$ cat src/rtl/echo_timer_pkg.sv
// echo_timer_defines: definitions shared by the transmit counter and the
// echo timer.
//   - TXC_COUNT_W  : cycle-count width of the transmit counter
//   - ECHO_COUNT_W : default echo timer count width (tracks TXC_COUNT_W)
//   - S_*          : 3-bit echo timer state encodings, echo_state_t enum
package echo_timer_defines;

  // Transmit counter defines
  localparam int TXC_COUNT_W = 16;

  // Echo timer defines
  localparam int ECHO_COUNT_W = TXC_COUNT_W;

  localparam logic [2:0] S_IDLE   = 3'd0;
  localparam logic [2:0] S_BLANK  = 3'd1;
  localparam logic [2:0] S_LISTEN = 3'd2;
  localparam logic [2:0] S_DONE   = 3'd3;

  typedef enum logic [2:0] {
    ST_IDLE   = S_IDLE,
    ST_BLANK  = S_BLANK,
    ST_LISTEN = S_LISTEN,
    ST_DONE   = S_DONE
  } echo_state_t;

endpackage

$ cat src/rtl/echo_timer_debounce.sv
// echo_debounce: qualifies an echo after DEBOUNCE_LEN consecutive high
// samples while listening, and remembers the timer value at the first sample
// of the current run. Built only when ECHO_DEBOUNCE_EN is defined.
// Ports:
//   clk, rst        : clock, synchronous active-high reset
//   i_listen        : FSM is in LISTEN; run is cleared whenever low
//   i_echo          : echo comparator sample
//   i_timer         : current measurement timer
//   o_qualify       : this sample completes a qualifying run (combinational)
//   o_first_timer   : timer value at the first sample of the current run
`ifdef ECHO_DEBOUNCE_EN
module echo_debounce
  import echo_timer_defines::*;
#(
  parameter int COUNT_W      = ECHO_COUNT_W,
  parameter int DEBOUNCE_LEN = 4
) (
  input  logic               clk,
  input  logic               rst,
  input  logic               i_listen,
  input  logic               i_echo,
  input  logic [COUNT_W-1:0] i_timer,
  output logic               o_qualify,
  output logic [COUNT_W-1:0] o_first_timer
);

  // r_run counts highs seen before the current sample, so the strobe can fire
  // on the sample that completes the run (lets an echo win a timeout tie).
  localparam logic [3:0] LAST_RUN = 4'(DEBOUNCE_LEN - 1);

  logic [3:0]         r_run;
  logic [COUNT_W-1:0] r_first;

  assign o_qualify     = i_listen & i_echo & (r_run == LAST_RUN);
  // On the first sample of a run the latch is not yet loaded.
  assign o_first_timer = (r_run == 4'd0) ? i_timer : r_first;

  // Run counter and first-sample timer latch
  always_ff @(posedge clk) begin
    if (rst) begin
      r_run   <= 4'd0;
      r_first <= {COUNT_W{1'b0}};
    end else if (i_listen && i_echo) begin
      if (r_run == 4'd0) begin
        r_first <= i_timer;
      end else begin
        r_first <= r_first;
      end
      if (r_run != LAST_RUN) begin
        r_run <= r_run + 4'd1;
      end else begin
        r_run <= r_run;
      end
    end else begin
      r_run <= 4'd0;
    end
  end

endmodule
`endif

$ cat src/rtl/echo_timer.sv
// echo_timer: measures ultrasonic time of flight. A rising edge on arm starts
// a cycle timer; echoes are ignored for blank_cycles, then the first qualified
// echo (or the timeout) produces a held result until ack.
// Macro ECHO_DEBOUNCE_EN: when defined, an echo must be high for DEBOUNCE_LEN
// consecutive LISTEN samples (echo_debounce); otherwise one sample qualifies.
// Ports:
//   clk, rst        : clock, synchronous active-high reset
//   arm             : pulse_sent level; rising edge starts a measurement
//   echo_in         : synchronous receive comparator output
//   blank_cycles    : echo blanking window after arm
//   timeout_cycles  : timer value at which listening gives up
//   ack             : consumer took the result (used in DONE only)
//   tof             : time of flight, all-ones on timeout
//   tof_valid       : result held and valid
//   timed_out       : held result is a timeout
//   busy            : measurement in progress (BLANK or LISTEN)
module echo_timer
  import echo_timer_defines::*;
#(
  parameter int COUNT_W      = ECHO_COUNT_W,
  parameter int DEBOUNCE_LEN = 4
) (
  input  logic               clk,
  input  logic               rst,
  input  logic               arm,
  input  logic               echo_in,
  input  logic [COUNT_W-1:0] blank_cycles,
  input  logic [COUNT_W-1:0] timeout_cycles,
  input  logic               ack,
  output logic [COUNT_W-1:0] tof,
  output logic               tof_valid,
  output logic               timed_out,
  output logic               busy
);

  localparam logic [COUNT_W-1:0] ALL_ONES = {COUNT_W{1'b1}};
  localparam logic [COUNT_W-1:0] ONE      = {{(COUNT_W-1){1'b0}}, 1'b1};

  if (DEBOUNCE_LEN < 2 || DEBOUNCE_LEN > 15) begin : g_len_check
    $error("echo_timer: DEBOUNCE_LEN must be in 2..15");
  end

  echo_state_t        r_state;
  echo_state_t        w_state_next;
  logic [COUNT_W-1:0] r_timer;
  logic [COUNT_W-1:0] r_blank;
  logic [COUNT_W-1:0] r_timeout;
  logic [COUNT_W-1:0] r_tof;
  logic               r_tof_valid;
  logic               r_timed_out;
  logic               r_busy;
  logic               r_arm_prev;

  logic               w_arm_edge;
  logic               w_listen;
  logic               w_qualify;
  logic [COUNT_W-1:0] w_echo_tof;
  logic               w_start;
  logic               w_load_echo;
  logic               w_load_timeout;
  logic               w_ack_done;

  assign w_arm_edge = arm & ~r_arm_prev;
  assign w_listen   = (r_state == ST_LISTEN);

`ifdef ECHO_DEBOUNCE_EN
  echo_debounce #(
    .COUNT_W      (COUNT_W),
    .DEBOUNCE_LEN (DEBOUNCE_LEN)
  ) u_debounce (
    .clk           (clk),
    .rst           (rst),
    .i_listen      (w_listen),
    .i_echo        (echo_in),
    .i_timer       (r_timer),
    .o_qualify     (w_qualify),
    .o_first_timer (w_echo_tof)
  );
`else
  assign w_qualify  = w_listen & echo_in;
  assign w_echo_tof = r_timer;
`endif

  // Next-state and load-strobe decode
  always_comb begin
    w_state_next   = r_state;
    w_start        = 1'b0;
    w_load_echo    = 1'b0;
    w_load_timeout = 1'b0;
    w_ack_done     = 1'b0;
    case (r_state)
      ST_IDLE: begin
        if (w_arm_edge) begin
          w_start      = 1'b1;
          w_state_next = (blank_cycles == {COUNT_W{1'b0}}) ? ST_LISTEN : ST_BLANK;
        end else begin
          w_state_next = ST_IDLE;
        end
      end
      ST_BLANK: begin
        if (r_timer == r_blank) begin
          w_state_next = ST_LISTEN;
        end else begin
          w_state_next = ST_BLANK;
        end
      end
      ST_LISTEN: begin
        // >= also covers a timeout already behind the blanking window.
        if (w_qualify) begin
          w_load_echo  = 1'b1;
          w_state_next = ST_DONE;
        end else if (r_timer >= r_timeout) begin
          w_load_timeout = 1'b1;
          w_state_next   = ST_DONE;
        end else begin
          w_state_next = ST_LISTEN;
        end
      end
      ST_DONE: begin
        if (ack) begin
          w_ack_done   = 1'b1;
          w_state_next = ST_IDLE;
        end else begin
          w_state_next = ST_DONE;
        end
      end
      default: begin
        w_state_next = ST_IDLE;
      end
    endcase
  end

  // State register
  always_ff @(posedge clk) begin
    if (rst) begin
      r_state <= ST_IDLE;
    end else begin
      r_state <= w_state_next;
    end
  end

  // Timer, captured limits, result and status registers
  always_ff @(posedge clk) begin
    if (rst) begin
      r_timer     <= {COUNT_W{1'b0}};
      r_blank     <= {COUNT_W{1'b0}};
      r_timeout   <= {COUNT_W{1'b0}};
      r_tof       <= {COUNT_W{1'b0}};
      r_tof_valid <= 1'b0;
      r_timed_out <= 1'b0;
      r_busy      <= 1'b0;
      // High so an arm already high at reset release is not an edge.
      r_arm_prev  <= 1'b1;
    end else begin
      r_arm_prev <= arm;
      r_busy     <= (w_state_next == ST_BLANK) || (w_state_next == ST_LISTEN);

      if (w_start) begin
        r_timer   <= {COUNT_W{1'b0}};
        r_blank   <= blank_cycles;
        r_timeout <= timeout_cycles;
      end else if ((r_state == ST_BLANK || r_state == ST_LISTEN) && r_timer != ALL_ONES) begin
        r_timer <= r_timer + ONE;
      end else begin
        r_timer <= r_timer;
      end

      if (w_load_echo) begin
        r_tof       <= w_echo_tof;
        r_tof_valid <= 1'b1;
        r_timed_out <= 1'b0;
      end else if (w_load_timeout) begin
        r_tof       <= ALL_ONES;
        r_tof_valid <= 1'b1;
        r_timed_out <= 1'b1;
      end else if (w_ack_done) begin
        r_tof_valid <= 1'b0;
        r_timed_out <= 1'b0;
      end else begin
        r_tof_valid <= r_tof_valid;
      end
    end
  end

  assign tof       = r_tof;
  assign tof_valid = r_tof_valid;
  assign timed_out = r_timed_out;
  assign busy      = r_busy;

endmodule
$ cat config.mk
export PLATFORM = sky130hd
export DESIGN_NAME = echo_timer
export DESIGN_NICKNAME = d
export VERILOG_FILES = /design/src/rtl/echo_timer_pkg.sv /design/src/rtl/echo_timer_debounce.sv /design/src/rtl/echo_timer.sv
export SDC_FILE = /design/constraint.sdc
export NUM_CORES = 1
export LEC_CHECK = 0
export ABC_AREA = 1
export CORE_ASPECT_RATIO = 1.25
export CORE_UTILIZATION = 35
export DETAILED_ROUTE_END_ITERATION = 12
export PLACE_DENSITY = 0.53
export SYNTH_ARGS = -nofsm -noshare
export SYNTH_HDL_FRONTEND = slang
export SYNTH_SLANG_ARGS = --single-unit
$ cat constraint.sdc
create_clock -name clk -period 3.4 [get_ports clk]
set_input_delay 0.51 -clock clk [delete_from_list [all_inputs] [get_ports clk]]
set_output_delay 0.51 -clock clk [all_outputs]
set_load 0.01 [all_outputs]
Word-level counts from Yosys, hierarchy flattened
Index checks and enable logic that the tools add are counted.
Widths: inputs -> output; s select.
- reductions and logical operators: 10
- muxes and demuxes: 21
- bitwise operators: 3
- $lt $le $gt $ge: 1
- equality and inequality tests: 7
- $add $sub $neg: 1
- operators by type and width (operator ; count):
    $mux 16 ; 2
    $add 16x1->16 const B ; 1
    $eq 16x16->1 ; 1
    $ge 16x16->1 ; 1
    $logic_not 16->1 ; 1
    $ne 16x16->1 const B ; 1
    $mux 1 ; 14
    $pmux 3 s4 ; 1
    $eq 3x2->1 const B ; 3
    $mux 2 ; 4
    $eq 3x1->1 const B ; 2
    $reduce_bool 2->1 ; 2
    $reduce_or 2->1 ; 2
    $logic_not 3->1 ; 1
    $reduce_bool 3->1 ; 1
    $and 1x1->1 ; 2
    $logic_or 1x1->1 ; 2
    $logic_and 1x1->1 ; 1
    $not 1->1 ; 1
- word-level logic and storage cells: 52
- bits of input ports: 37
- bits in registers: 71

Logic depth before layout (Yosys ltp)
- word-level depth: 6
- depth in mapped cells: 15

Worst setup path after synthesis
Ideal clock, no wire load.
- path kind: register to register
- start: register r_timer[7]
- end: register r_state[0]
- stages on the path, launching flop included: 13
- setup slack: 1.770 ns
- data required time: 3.278 ns
- library setup time: 0.122 ns
- data arrival time: 1.509 ns
- path buffers: 1
- cell sequence: dfxtp_1 > ha_1 > nand2_1 > inv_1 > nand2_1 > nand2_1 > nor2_1 > nand2_1 > nand2_1 > nand3_1 > nand2_2 > buf_2 > a21oi_1
- longest elaborated chain between the ends: 4
- ends and longest elaborated chain (element ; RTL line ; source):
    start, declared ; echo_timer.sv:45 ; logic [COUNT_W-1:0] r_timer;
    start signal, assigned ; echo_timer.sv:145 ; r_timer <= {COUNT_W{1'b0}};
    start signal, assigned ; echo_timer.sv:159 ; r_timer <= {COUNT_W{1'b0}};
    start signal, assigned ; echo_timer.sv:163 ; r_timer <= r_timer + ONE;
    $ge 16x16->1 ; echo_timer.sv:112 ; end else if (r_timer >= r_timeout) begin
    $mux 1 ; echo_timer.sv:112 ;
    $mux 1 ; echo_timer.sv:109 ; if (w_qualify) begin
    $pmux 3 s4 * ; echo_timer.sv:91 ; case (r_state)
    end signal, assigned ; echo_timer.sv:138 ; r_state <= w_state_next;
    end, declared ; echo_timer.sv:43 ; echo_state_t r_state;
Mark *: on every way between the ends. The rest lies on a longest branch, timed or not.
A chain may end at the register's enable or synchronous reset.

Final worst setup path
- start: register r_timer[11]
- end: register r_busy (netlist: busy)
- longest elaborated chain between the ends: 6
- ends and longest elaborated chain (element ; RTL line ; source):
    $ge 16x16->1 ; echo_timer.sv:112 ;
    $mux 1 ; echo_timer.sv:112 ;
    $mux 1 ; echo_timer.sv:109 ;
    $pmux 3 s4 * ; echo_timer.sv:91 ;
    $eq 3x1->1 / $eq 3x2->1 (equally long branches) ; echo_timer.sv:156 ; r_busy <= (w_state_next == ST_BLANK) || (w_state_next == ST_LISTEN);
    $logic_or 1x1->1 * ; echo_timer.sv:156 ;
    end signal, assigned ; echo_timer.sv:156 ;
    end, declared ; echo_timer.sv:51 ; logic r_busy;
Marked as above.

==> key figures <==
Die
  • Initial Util: a little over a third
  • Number of cell rows: 40
  • IO Pins: 56
  • Core Box Area: approximately 9800 sq um
  • Die Footprint: between 10000 and 15000 sq um
  • Chip Width: 92.6 microns
  • Die Y-Extent: 115 microns

CTS
  • TritonCTS clock tree: done
  • CTS Buf Count: 9
  • CTS Sinks: 70
  • Worst-path clk slew: 60 ps
  • Worst-Skew Late Latency: 340 ps
  • Clock Root Buffer: clkbuf_16
  • CTS Hold Bufs: 0
  • CTS Buffer Depth: 2
  • Post_cts resized: 0
  • Postcts setup bufs: 0
  • Htree depth: 3

Timing
  • Hold Vio Cnt, Final: 0
  • # setup viols final: 0
  • Worst slew pin tran: 1100 ps
  • Fin crit share: 59.9%
  • Relative slew margins: between 20% and 30%
  • Post-route setup TNS: 0 ps
  • Fin crit period: 2040 ps
  • Worst Skew: around 4.8 ps
  • Slack of the critical path: 1360 ps
  • Max Fclk: 0.491 GHz
  • Fin Hold WS: 447 ps
  • RSZ-0062 raised after global routing: no
  • Pins over their slew limit: 0

Detailed routing
  • Via density: 4.65
  • Final ANT Viol Nets: 0
  • Post-Route WL: 9000 microns
  • 1st-pass router iterations: 4
  • WL/cell: 12.6 microns
  • Via count: 3312
  • DRC Markers: 0
  • DRT iter0 DRCs: 161

Logic synthesis
  • EDFF count, synth: 0
  • Count leader, synth: nand2_1
  • Net Count, Synth: 585
  • Count of cell types in the netlist: 24
  • Synth area leader: dfxtp_1
  • YS warnings: 0
  • Main area contributors after synthesis: dfxtp_1 39%, nand2_1 12%, inv_1 10%
  • Post-Syn Instances: 527
  • Top cells by count, synth: 119 x nand2_1, 98 x inv_1, 70 x dfxtp_1
  • Synth Flop Type: dfxtp_1
  • Ys async rst share: 0%
  • Cell Area, Synth: 3590 sq um
  • Avg Cell Area, Syn: about 6.8 sq um
  • Sequential area share after synthesis: 39.1%
  • Top-area cell type share of the netlist area: 39.1%
  • FF+latch count, synth: 70

Worst setup path
  • Setup crit start kind: flop
  • Setup CP Type: flop to flop
  • Reg2reg end: busy$_SDFF_PP0_
  • Worst endpoint required time: 3630 ps
  • Reg2reg start: r_timer[11]$_SDFFE_PP0P_
  • CP bufs+invs: 0
  • Worst Setup End Kind: flop
  • Largest fanout on the critical path: 18
  • Delay of the slowest critical-path stage: 520 ps
  • Worst r2r path cells: 9
  • Setup slack, reg-to-reg: 1360 ps
  • CP top delay family: simple AND/OR/NAND/NOR gates
  • Crit path DAT: 2270 ps
  • CP max-delay cell: dfxtp_1
  • Crit-path cells: ha_1, a21oi_1, a21oi_1, nor2_1, nand3_1, nand2_2, nand2_1, nand3_1, nand2_1

Min path
  • Worst min-delay path category: flop to flop
  • Worst min-delay path startpoint: tof[3]$_SDFFE_PP0P_
  • Hold depth: 2
  • Hold EP: tof[3]$_SDFFE_PP0P_

Place
  • Post-Place Cells: ~700
  • Placer Congestion: about 0.80
  • PortBufs: between 50 and 60
  • DPL Wire Length: between 6000 and 7000 microns
  • Dpl ws: roughly 1100 ps

Finish
  • Area grow syn2layout: 27.2%
  • Fillcell total: 1060
  • # diodes: 0
  • Layout Cells excl Fill: 713
  • Share of cells above drive strength 1: between 5 and 6%
  • Nets: 640

Global routing
  • Vias in the first global route: 3034
  • GRT overflow: 0
  • GR Util All Layers: a little under a fifth
  • Largest net degree at the start of global routing: 51
  • Initial antenna violation count: 0
  • First-pass GRT wire length: 14600 microns

Pwr
  • Total power: between 2 and 2.5 mW
  • Max VDD drop: 0.000235 V
  • PD cells: 451 nW/um^2
  • Pleak: 1.89 nW

Outcome
  • Status: complete, no violations

Job
  • Max-cap violations: 0
==> report_power, final <==
part	internal (mW)	total [mW]	switching (mW)
combinational	0.107	0.241	0.134
clock	0.587	0.944	0.356
sequential	0.853	0.871	0.0180
total	1.55	2.06	0.509
==> registers in the layout, summed over array words and instances, names as in the netlist <==
| name | flops |
|---|---|
| timed_out | 1 |
| r_blank | 16 |
| r_timeout | 16 |
| r_timer | 16 |
| tof | 16 |
| r_arm_prev | 1 |
| busy | 1 |
| r_state | 2 |
| tof_valid | 1 |
==> per-layer routing <==
layer  track usage [%]  routed length, microns  vias to the layer above  part of all wire [%]
met2              31.5                    4340                       50                    48
met5                 0                       0                        -                     0
met3              4.30                     386                        9                   4.3
met1              22.0                    4140                     1472                    46
met4              6.88                     138                        0                   1.5
li1                  -                       -                     1781                     -
==> through the flow <==
step | util (%) | instance area, sq um
final | 46.5 | 4560
after global routing | 46.5 | 4560
after CTS | 46.5 | 4560
after detailed placement | 43.4 | 4260
after global placement | 43.4 | 4260
after floorplan | - | 3590
==> kinds of logic after synthesis <==
| family | count (synthesis) | share of synthesized area (%) |
|---|---|---|
| AOI/OAI and AO/OA | 123 | 17.6 |
| xor gates and xnor gates | 5 | 1.22 |
| adders and majority gates | 21 | 7.32 |
| buffers and inverters | 116 | 12.5 |
| DFF | 70 | 39.1 |
| and+or+nand+nor | 192 | 22.3 |
==> layout by cell type, fill, tap and decap left out, drive strengths merged <==
master and instances:
nand2 121, inv 100, dfxtp 70, a21oi 68, clkdlybuf4s50 55, o21ai 52
nor2 38, ha 21, nand3 17, clkbuf 11, nand4 10, xor2 5
buf 5, nor3 5, o211ai 2, clkinvlp 2, clkinv 2, a211oi 1
or2 1, bufinv 1
==> area by class of cell <==
cell class / instances / area (sq um) / area share, %
multi-input combinational: 341 / 1740 / 38.1
sequential: 70 / 1400 / 30.7
timing repair buffer: 60 / 588 / 12.9
tap: 126 / 158 / 3.46
clock buffer: 11 / 243 / 5.32
clock inverter: 5 / 58.8 / 1.29
inverter: 100 / 375 / 8.23
==> worst max-delay path by stage <==
stage,endpoint,cells past startpoint,startpoint,slack [ps]
2_1_floorplan,r_state[0]$_SDFF_PP0_,12,r_timer[7]$_SDFFE_PP0P_,1770
3_3_place_gp,r_timeout[3]$_SDFFE_PP0P_,6,arm,1180
3_5_place_dp,r_timeout[5]$_SDFFE_PP0P_,6,arm,1100
4_1_cts,busy$_SDFF_PP0_,9,r_timer[11]$_SDFFE_PP0P_,1330
5_1_grt,r_blank[15]$_SDFFE_PP0P_,7,r_state[0]$_SDFF_PP0_,1050
6_report,busy$_SDFF_PP0_,9,r_timer[11]$_SDFFE_PP0P_,1360
==> worst reg2reg max path, stage by stage (launching register included) <==
cell	delay, ps
dfxtp_1	520
ha_1	320
a21oi_1	150
a21oi_1	80
nor2_1	220
nand3_1	130
nand2_2	300
nand2_1	90
nand3_1	80
nand2_1	50
No activity file was read; power rests on OpenSTA's default activity.
